`src/rtl/pulse_period_meter_if.sv`:
```
// pulse_period_meter_if
//   Result channel of the pulse period meter. The producer offers a period
//   value with valid; the consumer takes it with ready.
//   Handshake: a transfer happens on any clk edge where valid && ready are
//   both 1. Once raised, valid stays 1 and period stays stable until a
//   transfer occurs. The one exception is a newer measurement, which may
//   replace period while valid is held.
//   Signals:
//     period  producer -> consumer  measured rising-edge spacing
//     valid   producer -> consumer  period holds an unconsumed measurement
//     ready   consumer -> producer  consumer accepts period this cycle
interface pulse_period_meter_if #(
   parameter int CNT_BITS = 8
);
   logic [CNT_BITS-1:0] period;
   logic                valid;
   logic                ready;

   modport master (output period, output valid, input ready);
   modport slave  (input period, input valid, output ready);
endinterface

```
`src/rtl/pulse_period_meter.sv`:
```
// pulse_period_meter
//   Measures the spacing between rising edges of a pulse train, counted in
//   clk_en ticks. Each completed period is offered on the res channel.
//   Ports:
//     clk        system clock, posedge
//     reset      asynchronous active-low reset
//     clk_en     tick qualifier; state (edge detector included) holds when 0
//     en         measurement enable; 0 forces IDLE and clears the flags
//     in         pulse input, synchronous to clk
//     res        result channel (period / valid / ready), master side
//     overflow   sticky: a spacing exceeded 2^CNT_BITS-1 ticks
//     missed     sticky: a result overwrote an unconsumed one
//     busy       1 while measuring (state MEASURE)
//     state_dbg  current FSM state encoding
module pulse_period_meter #(
   parameter int CNT_BITS = 8
) (
   input  logic                      clk,
   input  logic                      reset,
   input  logic                      clk_en,
   input  logic                      en,
   input  logic                      in,
   pulse_period_meter_if.master      res,
   output logic                      overflow,
   output logic                      missed,
   output logic                      busy,
   output logic [1:0]                state_dbg
);

   typedef enum logic [1:0] {
      IDLE    = 2'd0,
      ARMED   = 2'd1,
      MEASURE = 2'd2
   } state_t;

   localparam logic [CNT_BITS-1:0] CNT_MAX = '1;
   localparam logic [CNT_BITS-1:0] CNT_ONE = CNT_BITS'(1);

   state_t              state;
   logic [CNT_BITS-1:0] cnt;
   logic                in_d;
   logic                rise;
   logic                xfer;
   logic                new_res;

   // Edge detection only counts on tick cycles; in_d holds otherwise.
   assign rise    = clk_en & in & ~in_d;
   assign xfer    = res.valid & res.ready;
   assign new_res = rise & (state == MEASURE);

   assign state_dbg = state;

   always_ff @(posedge clk or negedge reset) begin
      if (!reset) begin
         state      <= IDLE;
         cnt        <= '0;
         in_d       <= 1'b0;
         res.period <= '0;
         res.valid  <= 1'b0;
         overflow   <= 1'b0;
         missed     <= 1'b0;
         busy       <= 1'b0;
      end else begin
         // in_d keeps tracking while disabled so re-enabling with in high
         // does not look like a fresh rising edge.
         if (clk_en) in_d <= in;

         if (!en) begin
            // Disable acts on every edge, ticked or not; period keeps its value.
            state     <= IDLE;
            cnt       <= '0;
            res.valid <= 1'b0;
            overflow  <= 1'b0;
            missed    <= 1'b0;
            busy      <= 1'b0;
         end else begin
            // Output channel: runs on every edge, independent of clk_en.
            // A result arriving together with a transfer replaces the consumed
            // value without counting as a miss.
            if (new_res) begin
               res.period <= cnt;
               res.valid  <= 1'b1;
               if (res.valid && !xfer) missed <= 1'b1;
            end else if (xfer) begin
               res.valid <= 1'b0;
            end

            if (clk_en) begin
               case (state)
                  IDLE: begin
                     state <= ARMED;
                     busy  <= 1'b0;
                  end
                  ARMED: begin
                     if (rise) begin
                        cnt   <= CNT_ONE;
                        state <= MEASURE;
                        busy  <= 1'b1;
                     end
                  end
                  MEASURE: begin
                     if (rise) begin
                        cnt <= CNT_ONE;
                     end else if (cnt == CNT_MAX) begin
                        // Spacing too long to represent: drop it and wait
                        // for the next rise to start over.
                        overflow <= 1'b1;
                        cnt      <= '0;
                        state    <= ARMED;
                        busy     <= 1'b0;
                     end else begin
                        cnt <= cnt + CNT_ONE;
                     end
                  end
                  default: begin
                     state <= IDLE;
                     busy  <= 1'b0;
                  end
               endcase
            end
         end
      end
   end

endmodule
```
`src/flat_wrapper.sv`:
```
// flat-port wrapper written by rule: the top's interface ports become plain ports
module pulse_period_meter_flat 
#(
   parameter int CNT_BITS = 8
)
  (clk, reset, clk_en, en, in, overflow, missed, busy, state_dbg, res_period, res_valid, res_ready);
  pulse_period_meter_if #(.CNT_BITS(CNT_BITS)) res_i ();
  input  logic clk;
  input  logic reset;
  input  logic clk_en;
  input  logic en;
  input  logic in;
  output logic overflow;
  output logic missed;
  output logic busy;
  output logic [1:0] state_dbg;
  output wire logic [$bits(res_i.period)-1:0] res_period;
  output wire logic [$bits(res_i.valid)-1:0] res_valid;
  input wire logic [$bits(res_i.ready)-1:0] res_ready;
  assign res_period = res_i.period;
  assign res_valid = res_i.valid;
  assign res_i.ready = res_ready;
  pulse_period_meter #(.CNT_BITS(CNT_BITS)) u_core (.clk(clk), .reset(reset), .clk_en(clk_en), .en(en), .in(in), .res(res_i), .overflow(overflow), .missed(missed), .busy(busy), .state_dbg(state_dbg));
endmodule
```
`config.mk`:
```
export PLATFORM = sky130hd
export DESIGN_NAME = pulse_period_meter_flat
export DESIGN_NICKNAME = d
export VERILOG_FILES = /design/src/rtl/pulse_period_meter_if.sv /design/src/rtl/pulse_period_meter.sv /design/src/flat_wrapper.sv
export SDC_FILE = /design/constraint.sdc
export NUM_CORES = 1
export LEC_CHECK = 0
export CORE_MARGIN = 4
export CORE_UTILIZATION = 56
export DETAILED_ROUTE_END_ITERATION = 8
export MAX_ROUTING_LAYER = met4
export PLACE_DENSITY = 0.81
export SLEW_MARGIN = 30
export SYNTH_ARGS = -nofsm -noshare
export SYNTH_HDL_FRONTEND = slang
export SYNTH_SLANG_ARGS = --single-unit
```
`constraint.sdc`:
```
create_clock -name clk -period 3.84 [get_ports clk]
set_input_delay 0.576 -clock clk [delete_from_list [all_inputs] [get_ports clk]]
set_output_delay 0.576 -clock clk [all_outputs]
set_load 0.1 [all_outputs]
```
Word-level counts from Yosys, hierarchy flattened
Index checks and enable logic that the tools add are counted.
{"block": "op_classes", "eq_ne": 14, "bitwise_logic": 5, "reduce_logical": 8, "n_mux": 29, "addsub": 1}
{"cell": "2-to-1 mux 8 bit", "n": 5}
{"cell": "2-to-1 mux 1 bit", "n": 16}
{"cell": "case mux 8 bit (2 select lines)", "n": 1}
{"cell": "2-to-1 mux 2 bit", "n": 5}
{"cell": "adder 8 x 1 -> 8 bit (second input constant)", "n": 1}
{"cell": "equality test 8 bit (second input constant)", "n": 1}
{"cell": "inequality test 2 x 1 -> 1 bit (second input constant)", "n": 4}
{"cell": "AND reduction 4 bit", "n": 2}
{"cell": "inequality test 3 x 1 -> 1 bit (second input constant)", "n": 2}
{"cell": "inequality test 3 bit (second input constant)", "n": 2}
{"cell": "case mux 2 bit (3 select lines)", "n": 1}
{"cell": "bitwise AND 1 bit", "n": 4}
{"cell": "inequality test 2 bit (second input constant)", "n": 2}
{"cell": "AND reduction 2 bit", "n": 2}
{"cell": "inequality test 3 x 2 -> 1 bit (second input constant)", "n": 1}
{"cell": "AND reduction 3 bit", "n": 1}
{"cell": "equality test 2 x 1 -> 1 bit (second input constant)", "n": 1}
{"cell": "equality test 2 bit (second input constant)", "n": 1}
{"cell": "logical NOT 2 bit", "n": 1}
{"cell": "case mux 1 bit (2 select lines)", "n": 1}
{"cell": "logical AND 1 bit", "n": 1}
{"cell": "logical NOT 1 bit", "n": 1}
{"cell": "inverter 1 bit", "n": 1}
{"block": "totals", "input_bits": 6, "regBits": 23, "wordCells": 65}

Logic depth before layout (Yosys ltp)
{"block": "depth", "word_depth": 6, "ltp_mapped": 5, "mapped_depth_nobuf": 5}

Worst setup path before layout
OpenSTA, ideal clock, no wires.
{"block": "synth_timing", "kind": "reg2reg", "from": "reg u_core.state[0], in the netlist u_core.state_dbg[0]", "to": "reg u_core.cnt[4]", "arrival_time_ns": 2.012, "path_buffers": 0, "stages_incl_launch_ff": 5, "required_ns": 3.729, "setup_time_ns": 0.111, "slack_ns": 1.717, "path_cell_list": "dfrtp_1 nand2b_2 a31o_2 nor2_2 a2111oi_2"}
{"block": "synth_via", "elab_chain_cells": 4}
{"element": "start, declared", "line": "pulse_period_meter.sv:39", "source": "state_t state;"}
{"element": "start signal, assigned", "line": "pulse_period_meter.sv:55", "source": "state <= IDLE;"}
{"element": "start signal, assigned", "line": "pulse_period_meter.sv:70", "source": "state <= IDLE;"}
{"element": "start signal, assigned", "line": "pulse_period_meter.sv:91", "source": "state <= ARMED;"}
{"element": "equality test 2 bit or equality test 2 x 1 -> 1 bit (tied branches)", "line": "pulse_period_meter.sv:89", "source": "case (state)"}
{"element": "case mux 8 bit (2 select lines)", "line": "pulse_period_meter.sv:89"}
{"element": "2-to-1 mux 8 bit", "line": "pulse_period_meter.sv:88", "source": "if (clk_en) begin"}
{"element": "2-to-1 mux 8 bit", "line": "pulse_period_meter.sv:68", "source": "if (!en) begin"}
{"element": "end signal, assigned", "line": "pulse_period_meter.sv:112", "source": "cnt <= cnt + CNT_ONE;"}
{"element": "end, declared", "line": "pulse_period_meter.sv:40", "source": "logic [CNT_BITS-1:0] cnt;"}
Several ways; a longest one is shown, not always the timed one. The select of a mux whose other input is x is not followed.
A chain may end at the register's enable or synchronous reset.

Worst setup path after layout
{"block": "layout_timing", "from": "reg u_core.state[1], in the netlist u_core.state_dbg[1]", "to": "out state_dbg[1]"}
{"element": "end, declared", "line": "flat_wrapper.sv:16", "source": "output logic [1:0] state_dbg;"}
No word-level cell between the ends.

==> out/qor.csv <==
metric,value,unit
cts.sinks,23,
rsz0062_at_grt,no,
slew_headroom,0.3464,
path_clk_slew,0.12,ns
async_flop_share,1.000,
cp_num_buf_inv,1,
end_kind,output port,
pwr-share-clk,0.257,
antenna_found_initial,0,
ys.flop_type,dfrtp_1,
finalHoldViolCount,0,
std_cell_rows,16,
fmax,378.6,MHz
leakage,0.6000,nW
crit_type,flop to output port,
syn_avg_cell_area,11.74,µm²
holdWs,0.2060,ns
seqCellArea,575.6,µm²
p_switching,124.6,µW
multi_input_area,624.3,µm²
crit_family,buffers and inverters,
finClkSkew,0.003446,ns
htreeDepth,1,
worst_ir_drop_vdd,0.0002811,V
p_total,433.9,µW
placed_area,1426,µm²
cts_max_path_buffers,2,
fin_nets,132,
cp_data_arrival_time,2.06,ns
die_x,54.70,µm
cts_buffers,3,
antenna_cells,0,
path_max_fanout,9,
die_y,54.70,µm
min_period,2.641,ns
fin_setup_tns,0,ns
n_fill_cell,136,
grt_pass1_wl,4181,µm
synthTopCellsByArea,"dfrtp_1, mux2_2, a311oi_4",
setup.worst_path.start_class,flop,
gr-total-overflow,0,
hold_path.class,input port to asynchronous set/reset pin,
switching_share,0.2872,
postLayoutSetupSlackWorst,1.199,ns
place_ws,1.325,ns
drt_iter0_drc,21,
dp_cells,147,
slowest_delay,1.21,ns
yosys.area.top_type,dfrtp_1,
ios,20,
syn_inst,104,
dp.final_hpwl,1833,µm
yosysUniqueCellTypes,41,
ys_top_cells_by_count,"dfrtp_1, mux2_2, a21oi_1",
core-area,2022,µm²
internal_power,309.3,µW
pwr-share-seq,0.589,
grt_pass1_vias,903,
synth.most_common_cell,dfrtp_1,
combPwrFrac,0.155,
cts_hold_buffers,0,
remaining_drc_errors,0,
cp.required,3.26,ns
power_density,298.4,nW/µm²
vias,904,
drv_cap,0,
routed_wl,2498,µm
synthesis.area,1221,µm²
vias_per_cell,5.987,
drt-pass1-iter-count,4,
critPathSlowestCell,clkdlybuf4s50_1,
antenna_left,0,
grtUsageTotal,0.2000,
final_cells,151,
yosys_warnings,0,
design.die.area,2992,µm²
drive_above_1_share,0.2500,
port_buffers,19,
final-max-slew-violation-count,0,
tightest_slew,0.9774,ns
cp_cell_sequence,clkdlybuf4s50_1,
gp_congestion,0.8575,
grt_max_degree,24,
layout-area-overhead-vs-synth,19.06,%
synth_edf_count,0,
final-setup-viol-count,0,
routedWlPerCell,16.54,µm
ys_seq_area_frac,0.4713,
outcome,finished clean,
post_cts_buffers,0,
clkLatencyLatePin,0.31,ns
final_util,0.7191,
fin_crit_sh,0.6878,
cts_resized,0,
cts_tree,yes,
ys_ff_latch,23,
fin_area,1454,µm²
cts-root-buf,clkbuf_4,
netlist.area_leader.share,0.4713,
syn_nets,111,
start_util,0.6040,
[layout make-up]
class | instances | area share
flip-flops and latches | 23 | 0.3959
multi-input cells | 76 | 0.4294
inverters | 2 | 0.005164
clock inverters | 1 | 0.003442
well taps | 27 | 0.02324
repair buffers | 19 | 0.1274
clock buffers | 3 | 0.01549
[per-layer routing]
metal | wire length, µm | global-route usage | part of all wire
met1 | 1107 | 0.2586 | 0.44
met2 | 1274 | 0.3150 | 0.51
met3 | 101 | 0.02452 | 0.040
met4 | 14 | 0.08299 | 0.0056
met5 | 0 | - | 0
[sequential cells by signal, indices dropped and copies added, names as in the netlist]
signal,count
u_core.in_d,1
u_core.busy,1
u_core.res.valid,1
u_core.res.period,8
u_core.overflow,1
u_core.missed,1
u_core.state_dbg,2
u_core.cnt,8
[power by group through the flow]
stage / registers [mW] / logic (mW) / clock network [mW]
6_report: 0.255 / 0.0672 / 0.111
4_1_cts: 0.255 / 0.0676 / 0.113
2_1_floorplan: 0.277 / 0.0289 / 0
3_5_place_dp: 0.260 / 0.0676 / 0
3_3_place_gp: 0.259 / 0.0664 / 0
5_1_grt: 0.257 / 0.0724 / 0.125
[kinds of logic after synthesis]
| logic type | Yosys count | synth area share |
|---|---|---|
| flip-flops | 23 | 0.4713 |
| multiplexers | 9 | 0.08299 |
| buffers and inverters | 5 | 0.01742 |
| adder cells (fa/ha/maj) | 1 | 0.01024 |
| AND/OR/NAND/NOR | 39 | 0.2336 |
| AO/OA/AOI/OAI | 27 | 0.1844 |
[worst paths after layout]
check                                                        end                        startpoint  slack, ns  cells after the start
worst max-delay path                                state_dbg[1]   u_core.state_dbg[1]$_DFFE_PN0P_       1.20                      1
worst min-delay path            u_core.res.period[5]$_DFFE_PN0P_                             reset       0.21                      1
worst max register to register           u_core.busy$_DFFE_PN0P_         u_core.cnt[0]$_DFFE_PN0P_       1.96                      5
worst min register to register  u_core.res.period[3]$_DFFE_PN0P_  u_core.res.period[3]$_DFFE_PN0P_       0.52                      1
max in group asynchronous       u_core.res.period[7]$_DFFE_PN0P_                             reset       3.31                      1
min in group clk                u_core.res.period[3]$_DFFE_PN0P_  u_core.res.period[3]$_DFFE_PN0P_       0.52                      1
[placed cells by master (no fill, tap or decap), drive strengths merged, types with 3 or more instances in the layout]
cell type and count:
dfrtp 23, clkdlybuf4s50 18, mux2 9, nor2 8, a21oi 6, o21ai 6, nand2 5, and3 4
nor2b 3, clkbuf 3, nand3b 3, a211oi 3
No activity file was read; power rests on OpenSTA's default activity.
